==> config.mk <==
export PLATFORM = sky130hd
export DESIGN_NAME = seg_scan_driver
export DESIGN_NICKNAME = d
export VERILOG_FILES = /design/src/rtl/seg_scan_driver.sv
export SDC_FILE = /design/constraint.sdc
export NUM_CORES = 1
export LEC_CHECK = 0
export CORE_UTILIZATION = 55
export CTS_CLUSTER_SIZE = 8
export DETAILED_ROUTE_END_ITERATION = 8
export GPL_TIMING_DRIVEN = 0
export PLACE_DENSITY = 0.85
export SLEW_MARGIN = 40
export SYNTH_ARGS = -nofsm -noshare
export SYNTH_HDL_FRONTEND = slang
export SYNTH_SLANG_ARGS = --single-unit
==> constraint.sdc <==
create_clock -name i_clk -period 3.43 [get_ports i_clk]
set_input_delay 0.5145 -clock i_clk [delete_from_list [all_inputs] [get_ports i_clk]]
set_output_delay 0.5145 -clock i_clk [all_outputs]
set_load 0.03 [all_outputs]
==> src/rtl/seg_scan_driver.sv <==
// seg_scan_driver: N-digit multiplexed 7-segment scan driver.
// Each digit owns a DIV-cycle slot that opens with BLANK all-off cycles to
// suppress ghosting. Display data is double-buffered: LOAD fills a staging
// copy, which is moved to the active copy only on the last cycle of a frame,
// so a frame never mixes old and new data. All pin outputs are active-low and
// registered, lagging the scan counters by one cycle. o_frame_tick is
// registered alongside them, so it marks the first output cycle of digit 0.
module seg_scan_driver #(
   parameter int N_DIGITS  = 4,
   parameter int DIV       = 100000,
   parameter int BLANK     = 16,
   parameter int BLINK_DIV = 25000000
) (
   input  logic                    i_clk,
   input  logic                    i_rst_n,
   input  logic                    i_load,
   input  logic [4*N_DIGITS-1:0]   i_digits,
   input  logic [7*N_DIGITS-1:0]   i_raw,
   input  logic                    i_raw_mode,
   input  logic [N_DIGITS-1:0]     i_dp,
   input  logic [N_DIGITS-1:0]     i_en_mask,
   input  logic [N_DIGITS-1:0]     i_blink_mask,
   output logic [7:0]              o_seg,
   output logic [N_DIGITS-1:0]     o_an,
   output logic                    o_frame_tick,
   output logic                    o_pending
);

   localparam int CW = (DIV > 1) ? $clog2(DIV) : 1;
   localparam int IW = (N_DIGITS > 1) ? $clog2(N_DIGITS) : 1;
   localparam int BW = (BLINK_DIV > 1) ? $clog2(BLINK_DIV) : 1;

   localparam logic [CW-1:0] CNT_MAX = CW'(DIV - 1);
   localparam logic [CW-1:0] BLANK_C = CW'(BLANK);
   localparam logic [IW-1:0] IDX_MAX = IW'(N_DIGITS - 1);
   localparam logic [BW-1:0] BLK_MAX = BW'(BLINK_DIV - 1);

   // Scan position and blink state
   logic [CW-1:0]           r_cnt;
   logic [IW-1:0]           r_idx;
   logic [BW-1:0]           r_blink_cnt;
   logic                    r_phase;

   // Staging copy, written by LOAD
   logic [4*N_DIGITS-1:0]   r_stg_digits;
   logic [7*N_DIGITS-1:0]   r_stg_raw;
   logic                    r_stg_raw_mode;
   logic [N_DIGITS-1:0]     r_stg_dp;
   logic [N_DIGITS-1:0]     r_stg_en;
   logic [N_DIGITS-1:0]     r_stg_blink;

   // Active copy, the one actually being displayed
   logic [4*N_DIGITS-1:0]   r_act_digits;
   logic [7*N_DIGITS-1:0]   r_act_raw;
   logic                    r_act_raw_mode;
   logic [N_DIGITS-1:0]     r_act_dp;
   logic [N_DIGITS-1:0]     r_act_en;
   logic [N_DIGITS-1:0]     r_act_blink;

   logic                    r_pending;
   logic [7:0]              r_seg;
   logic [N_DIGITS-1:0]     r_an;
   logic                    r_frame_tick;

   logic                    w_slot_end;
   logic                    w_boundary;
   logic                    w_blank;
   logic [3:0]              w_nibble;
   logic [6:0]              w_raw_pat;
   logic                    w_dp;
   logic                    w_en;
   logic                    w_blink;
   logic [N_DIGITS-1:0]     w_an_on;
   logic [6:0]              w_pattern;
   logic                    w_lit;

   // Hex nibble to active-low gfedcba
   function automatic logic [6:0] hexToSeg(input logic [3:0] nib);
      logic [6:0] pat;
      case (nib)
         4'h0:    pat = 7'b1000000;
         4'h1:    pat = 7'b1111001;
         4'h2:    pat = 7'b0100100;
         4'h3:    pat = 7'b0110000;
         4'h4:    pat = 7'b0011001;
         4'h5:    pat = 7'b0010010;
         4'h6:    pat = 7'b0000010;
         4'h7:    pat = 7'b1111000;
         4'h8:    pat = 7'b0000000;
         4'h9:    pat = 7'b0010000;
         4'hA:    pat = 7'b0001000;
         4'hB:    pat = 7'b0000011;
         4'hC:    pat = 7'b1000110;
         4'hD:    pat = 7'b0100001;
         4'hE:    pat = 7'b0000110;
         default: pat = 7'b0001110;
      endcase
      return pat;
   endfunction

   assign w_slot_end = (r_cnt == CNT_MAX);
   assign w_boundary = w_slot_end && (r_idx == IDX_MAX);
   assign w_blank    = (r_cnt < BLANK_C);

   // Slot counter and digit index; a frame is exactly N_DIGITS*DIV cycles
   always_ff @(posedge i_clk or negedge i_rst_n) begin
      if (!i_rst_n) begin
         r_cnt <= '0;
         r_idx <= '0;
      end else if (w_slot_end) begin
         r_cnt <= '0;
         r_idx <= (r_idx == IDX_MAX) ? '0 : r_idx + 1'b1;
      end else begin
         r_cnt <= r_cnt + 1'b1;
      end
   end

   // Free-running blink timer, phase flips each time it wraps
   always_ff @(posedge i_clk or negedge i_rst_n) begin
      if (!i_rst_n) begin
         r_blink_cnt <= '0;
         r_phase     <= 1'b0;
      end else if (r_blink_cnt == BLK_MAX) begin
         r_blink_cnt <= '0;
         r_phase     <= ~r_phase;
      end else begin
         r_blink_cnt <= r_blink_cnt + 1'b1;
      end
   end

   // Double buffer: LOAD fills staging, the frame boundary publishes it.
   // A LOAD on the boundary itself also refreshes staging so the next
   // boundary copy does not bring back stale data.
   always_ff @(posedge i_clk or negedge i_rst_n) begin
      if (!i_rst_n) begin
         r_stg_digits   <= '0;
         r_stg_raw      <= '0;
         r_stg_raw_mode <= 1'b0;
         r_stg_dp       <= '0;
         r_stg_en       <= '0;
         r_stg_blink    <= '0;
         r_act_digits   <= '0;
         r_act_raw      <= '0;
         r_act_raw_mode <= 1'b0;
         r_act_dp       <= '0;
         r_act_en       <= '0;
         r_act_blink    <= '0;
         r_pending      <= 1'b0;
      end else if (w_boundary) begin
         if (i_load) begin
            r_stg_digits   <= i_digits;
            r_stg_raw      <= i_raw;
            r_stg_raw_mode <= i_raw_mode;
            r_stg_dp       <= i_dp;
            r_stg_en       <= i_en_mask;
            r_stg_blink    <= i_blink_mask;
            r_act_digits   <= i_digits;
            r_act_raw      <= i_raw;
            r_act_raw_mode <= i_raw_mode;
            r_act_dp       <= i_dp;
            r_act_en       <= i_en_mask;
            r_act_blink    <= i_blink_mask;
         end else begin
            r_act_digits   <= r_stg_digits;
            r_act_raw      <= r_stg_raw;
            r_act_raw_mode <= r_stg_raw_mode;
            r_act_dp       <= r_stg_dp;
            r_act_en       <= r_stg_en;
            r_act_blink    <= r_stg_blink;
         end
         r_pending <= 1'b0;
      end else if (i_load) begin
         r_stg_digits   <= i_digits;
         r_stg_raw      <= i_raw;
         r_stg_raw_mode <= i_raw_mode;
         r_stg_dp       <= i_dp;
         r_stg_en       <= i_en_mask;
         r_stg_blink    <= i_blink_mask;
         r_pending      <= 1'b1;
      end
   end

   // Pick the active data for the digit currently being scanned
   always_comb begin
      w_nibble  = '0;
      w_raw_pat = '1;
      w_dp      = 1'b0;
      w_en      = 1'b0;
      w_blink   = 1'b0;
      w_an_on   = '1;
      for (int i = 0; i < N_DIGITS; i++) begin
         if (r_idx == IW'(i)) begin
            w_nibble   = r_act_digits[4*i +: 4];
            w_raw_pat  = r_act_raw[7*i +: 7];
            w_dp       = r_act_dp[i];
            w_en       = r_act_en[i];
            w_blink    = r_act_blink[i];
            w_an_on[i] = 1'b0;
         end
      end
   end

   assign w_pattern = r_act_raw_mode ? w_raw_pat : hexToSeg(w_nibble);
   assign w_lit     = !w_blank && w_en && !(w_blink && r_phase);

   // Registered pin drive: one anode at most, never during the blank gap
   always_ff @(posedge i_clk or negedge i_rst_n) begin
      if (!i_rst_n) begin
         r_seg        <= 8'hFF;
         r_an         <= '1;
         r_frame_tick <= 1'b0;
      end else begin
         r_frame_tick <= (r_cnt == '0) && (r_idx == '0);
         if (w_lit) begin
            r_an  <= w_an_on;
            r_seg <= {~w_dp, w_pattern};
         end else begin
            r_an  <= '1;
            r_seg <= 8'hFF;
         end
      end
   end

   assign o_seg        = r_seg;
   assign o_an         = r_an;
   assign o_frame_tick = r_frame_tick;
   assign o_pending    = r_pending;

endmodule
==> key figures <==
STA
  • Worst-margin pin slew: 0.760 ns
  • Fin. max-slew vios: 0
  • FMAX: roughly 0.32 GHz
  • Final hold vios: 0
  • Period utilization: 90.4%
  • Worst hold slack: 0.498 ns
  • Setup-failing EPs final: 0
  • Rel. slew slack: 49.0%
  • Sum Neg Setup Slack: 0 ns
  • RSZ-0062 raised after global routing: false
  • Clock skew: 0.00784 ns
  • Min Tclk post-route: around 3.1 ns

Power and ir drop
  • Peak VDD IR: 366 µV
  • Static leakage: 4.04 nW
  • Power, Total: between 4 and 5 mW
  • Pwr Density: 496 mW/mm²

Global routing
  • Global-route wire length before repair: 26400 µm
  • GR Util All Layers: 24.3%
  • Remaining global-route overflow: 0
  • Vias in the first global route: 5299
  • Largest net degree at the start of global routing: 76
  • Initial antenna violation count: 0

Critical path
  • Crit path kind: flop to flop
  • Crit Path Max Fanout: 10
  • R2R Setup Slk: 0.33 ns
  • FF-to-FF path depth: 11
  • CP required: ~3.8 ns
  • CP Data Arrival Time: 3.44 ns
  • Reg2reg end: o_seg[3]
  • Worst setup path start: r_idx[0]
  • Reg2reg start: r_idx[0]
  • Crit path capture type: flop
  • Startpoint types: flop

Clock network
  • CTS tree: built
  • Clock sinks: 173
  • # Post-CTS Setup Buffers: 0
  • Root Buffer: clkbuf_16
  • # H-tree levels: 4
  • Clock transition at path regs: 0.06 ns
  • Worst-case clock buffer depth: 2
  • Worst skew pair latency: between 0.4 and 0.5 ns
  • Num CTS Buffers: 17

Placed design
  • Gp weighted congestion: 0.886
  • Dpl hpwl: 11000 µm
  • IO buf count: ~70
  • Placed insts: 834

Worst hold path
  • Hold Path Class: flop to flop
  • Hold Crit Endpoint: r_stg_digits[15]
  • Hold Crit Depth: 1
  • Hold path start: r_stg_digits[15]

Detailed routing
  • Routed via count: 4908
  • Routed WL: 16000 µm
  • DR pass1 iterations: 4
  • DRT iter0 DRCs: 460
  • WL/cell: 18.4 µm
  • DRT antenna net count: 0
  • Vias per cell: approximately 5.7
  • DRC errors left: 0

Logic synthesis
  • Share of the synthesized area in the top cell type: 53.1%
  • Synth warn: 0
  • Mapped Cells: 584
  • Mapped Area: 0.00759 mm²
  • Post-synth top cells: dfrtp_1, mux2_2, nor2_1, nand2_1, nand3_1
  • EDFF count, synth: 0
  • Average cell area after synthesis: 13.0 µm²
  • #FFs+latches synth: between 150 and 200
  • Synth async-reset ratio: 100%
  • Synthesized net count: around 660
  • Cell with the most instances after synthesis: dfrtp_1
  • Leading area contributor after synthesis: dfrtp_1
  • Area contributors post-synth: dfrtp_1, mux2_2, dfstp_2, mux2_4, xnor2_1
  • Seq/Total Area, Yosys: 57.2%
  • Post-synth cell types: 55
  • Ys flop type: dfrtp_1

Floorplanning
  • Initial Utilization: between 50% and 60%
  • Num rows: 42
  • Die ar.: 0.0143 mm²
  • Height of the chip: around 120 µm
  • Chip width: 120 µm
  • Boundary Pins: 74
  • CORE AREA: 0.0133 mm²

Layout
  • NumNets Final: 752
  • Area delta synth->final: 21.7%
  • Filler cells: 887
  • Fraction of layout cells with a size suffix above 1: 25.9%
  • Post-Layout Cell Count: just under 900
  • N_diodes: 0

Run status
  • Status: completed

Job
  • Max_cap viols: 0
[cell usage in the layout, fill, tap and decap left out, types with 7 or more instances in the layout]
cell	netlist	final
dfrtp_1	161	161
mux2_2	97	97
clkdlybuf4s50_1	0	71
nor2_1	33	33
nand2_1	29	29
nand3_1	26	26
xnor2_1	24	24
mux2_4	19	19
clkbuf_16	0	17
inv_1	16	16
ha_1	14	14
clkbuf_1	13	13
xor2_1	12	12
dfstp_2	12	12
a21oi_1	10	10
o211ai_1	10	10
o21ai_0	9	9
nand4_1	9	9
nor2b_1	7	7
o22ai_1	7	7
nor4_1	7	7
[kinds of logic after synthesis]
logic type                 after synthesis  synth area share (%)
DFF                                    173                  57.2
buffers and inverters                   41                  2.44
AOI/OAI and AO/OA                       61                  5.62
and+or+nand+nor                        139                  9.61
xor gates and xnor gates                36                  4.15
muxes                                  120                  18.7
adders and majority gates               14                  2.31
[worst max-delay path: stages, from the launching register on]
cell	delay (ns)
dfrtp_1	0.40
inv_1	0.12
ha_1	0.15
clkbuf_1	0.36
clkbuf_2	0.33
a21oi_1	0.10
a22oi_1	0.46
inv_1	0.21
ha_1	0.29
mux2_2	0.27
a22oi_1	0.20
nand3_1	0.11
[worst max-delay path by stage]
stage,end,cells after the start,slack (ns)
2_1_floorplan,o_seg[3],11,0.88
3_3_place_gp,r_blink_cnt[14],1,-4.63
3_5_place_dp,o_seg[3],11,0.24
4_1_cts,o_seg[3],11,0.21
5_1_grt,o_seg[3],11,0.08
6_report,o_seg[3],11,0.33
[what timing repair did]
item                                    CTS  global route
resized for setup                         0             3
hold buffers                              1             0
endpoints found under the setup margin    0             1
endpoints found under the hold margin    38             0
[report_power, final]
part	leakage (nW)	internal, mW	switching, mW	total (mW)
Sequential	2.15	2.15	0.0416	2.19
Combinational	1.58	0.189	0.161	0.349
Clock	0.309	1.27	0.771	2.04
[stage by stage]
| step | worst slack, ns | area [µm²] | util (%) |
|---|---|---|---|
| final | 0.330 | 9250 | 69.3 |
| after global routing | 0.0781 | 9250 | 69.3 |
| after CTS | 0.210 | 9240 | 69.2 |
| after detailed placement | 0.241 | 8590 | 64.4 |
| after global placement | -4.63 | 8530 | 63.9 |
| after floorplan | 0.883 | 7590 | - |
[cell type report]
cell class	instances	area (µm²)	area share [%]
multi-input cells	370	3070	33.2
well taps	176	220	2.38
repair buffers	75	791	8.55
inverters	17	63.8	0.690
plain buffers	24	123	1.33
flip-flops and latches	173	4340	47.0
clock buffers	21	470	5.09
clock inverters	11	164	1.77
[registers in the layout, summed over array words and instances (netlist names), 2 cells and up]
name          flops
r_blink_cnt      25
r_stg_en          4
r_idx             2
r_stg_blink       4
r_stg_dp          4
r_cnt            17
r_stg_digits     16
r_act_en          4
r_act_blink       4
r_act_raw        28
o_an              4
r_stg_raw        28
o_seg             8
r_act_dp          4
r_act_digits     16
[routing by layer]
| layer | track usage (%) | up-vias | part of all wire [%] |
|---|---|---|---|
| met5 | 0 | - | 0 |
| met4 | 7.97 | 0 | 1.5 |
| met3 | 6.04 | 21 | 4.5 |
| met2 | 43.0 | 119 | 53 |
| met1 | 29.1 | 2506 | 41 |
| li1 | - | 2262 | - |
No activity file was read; power rests on OpenSTA's default activity.
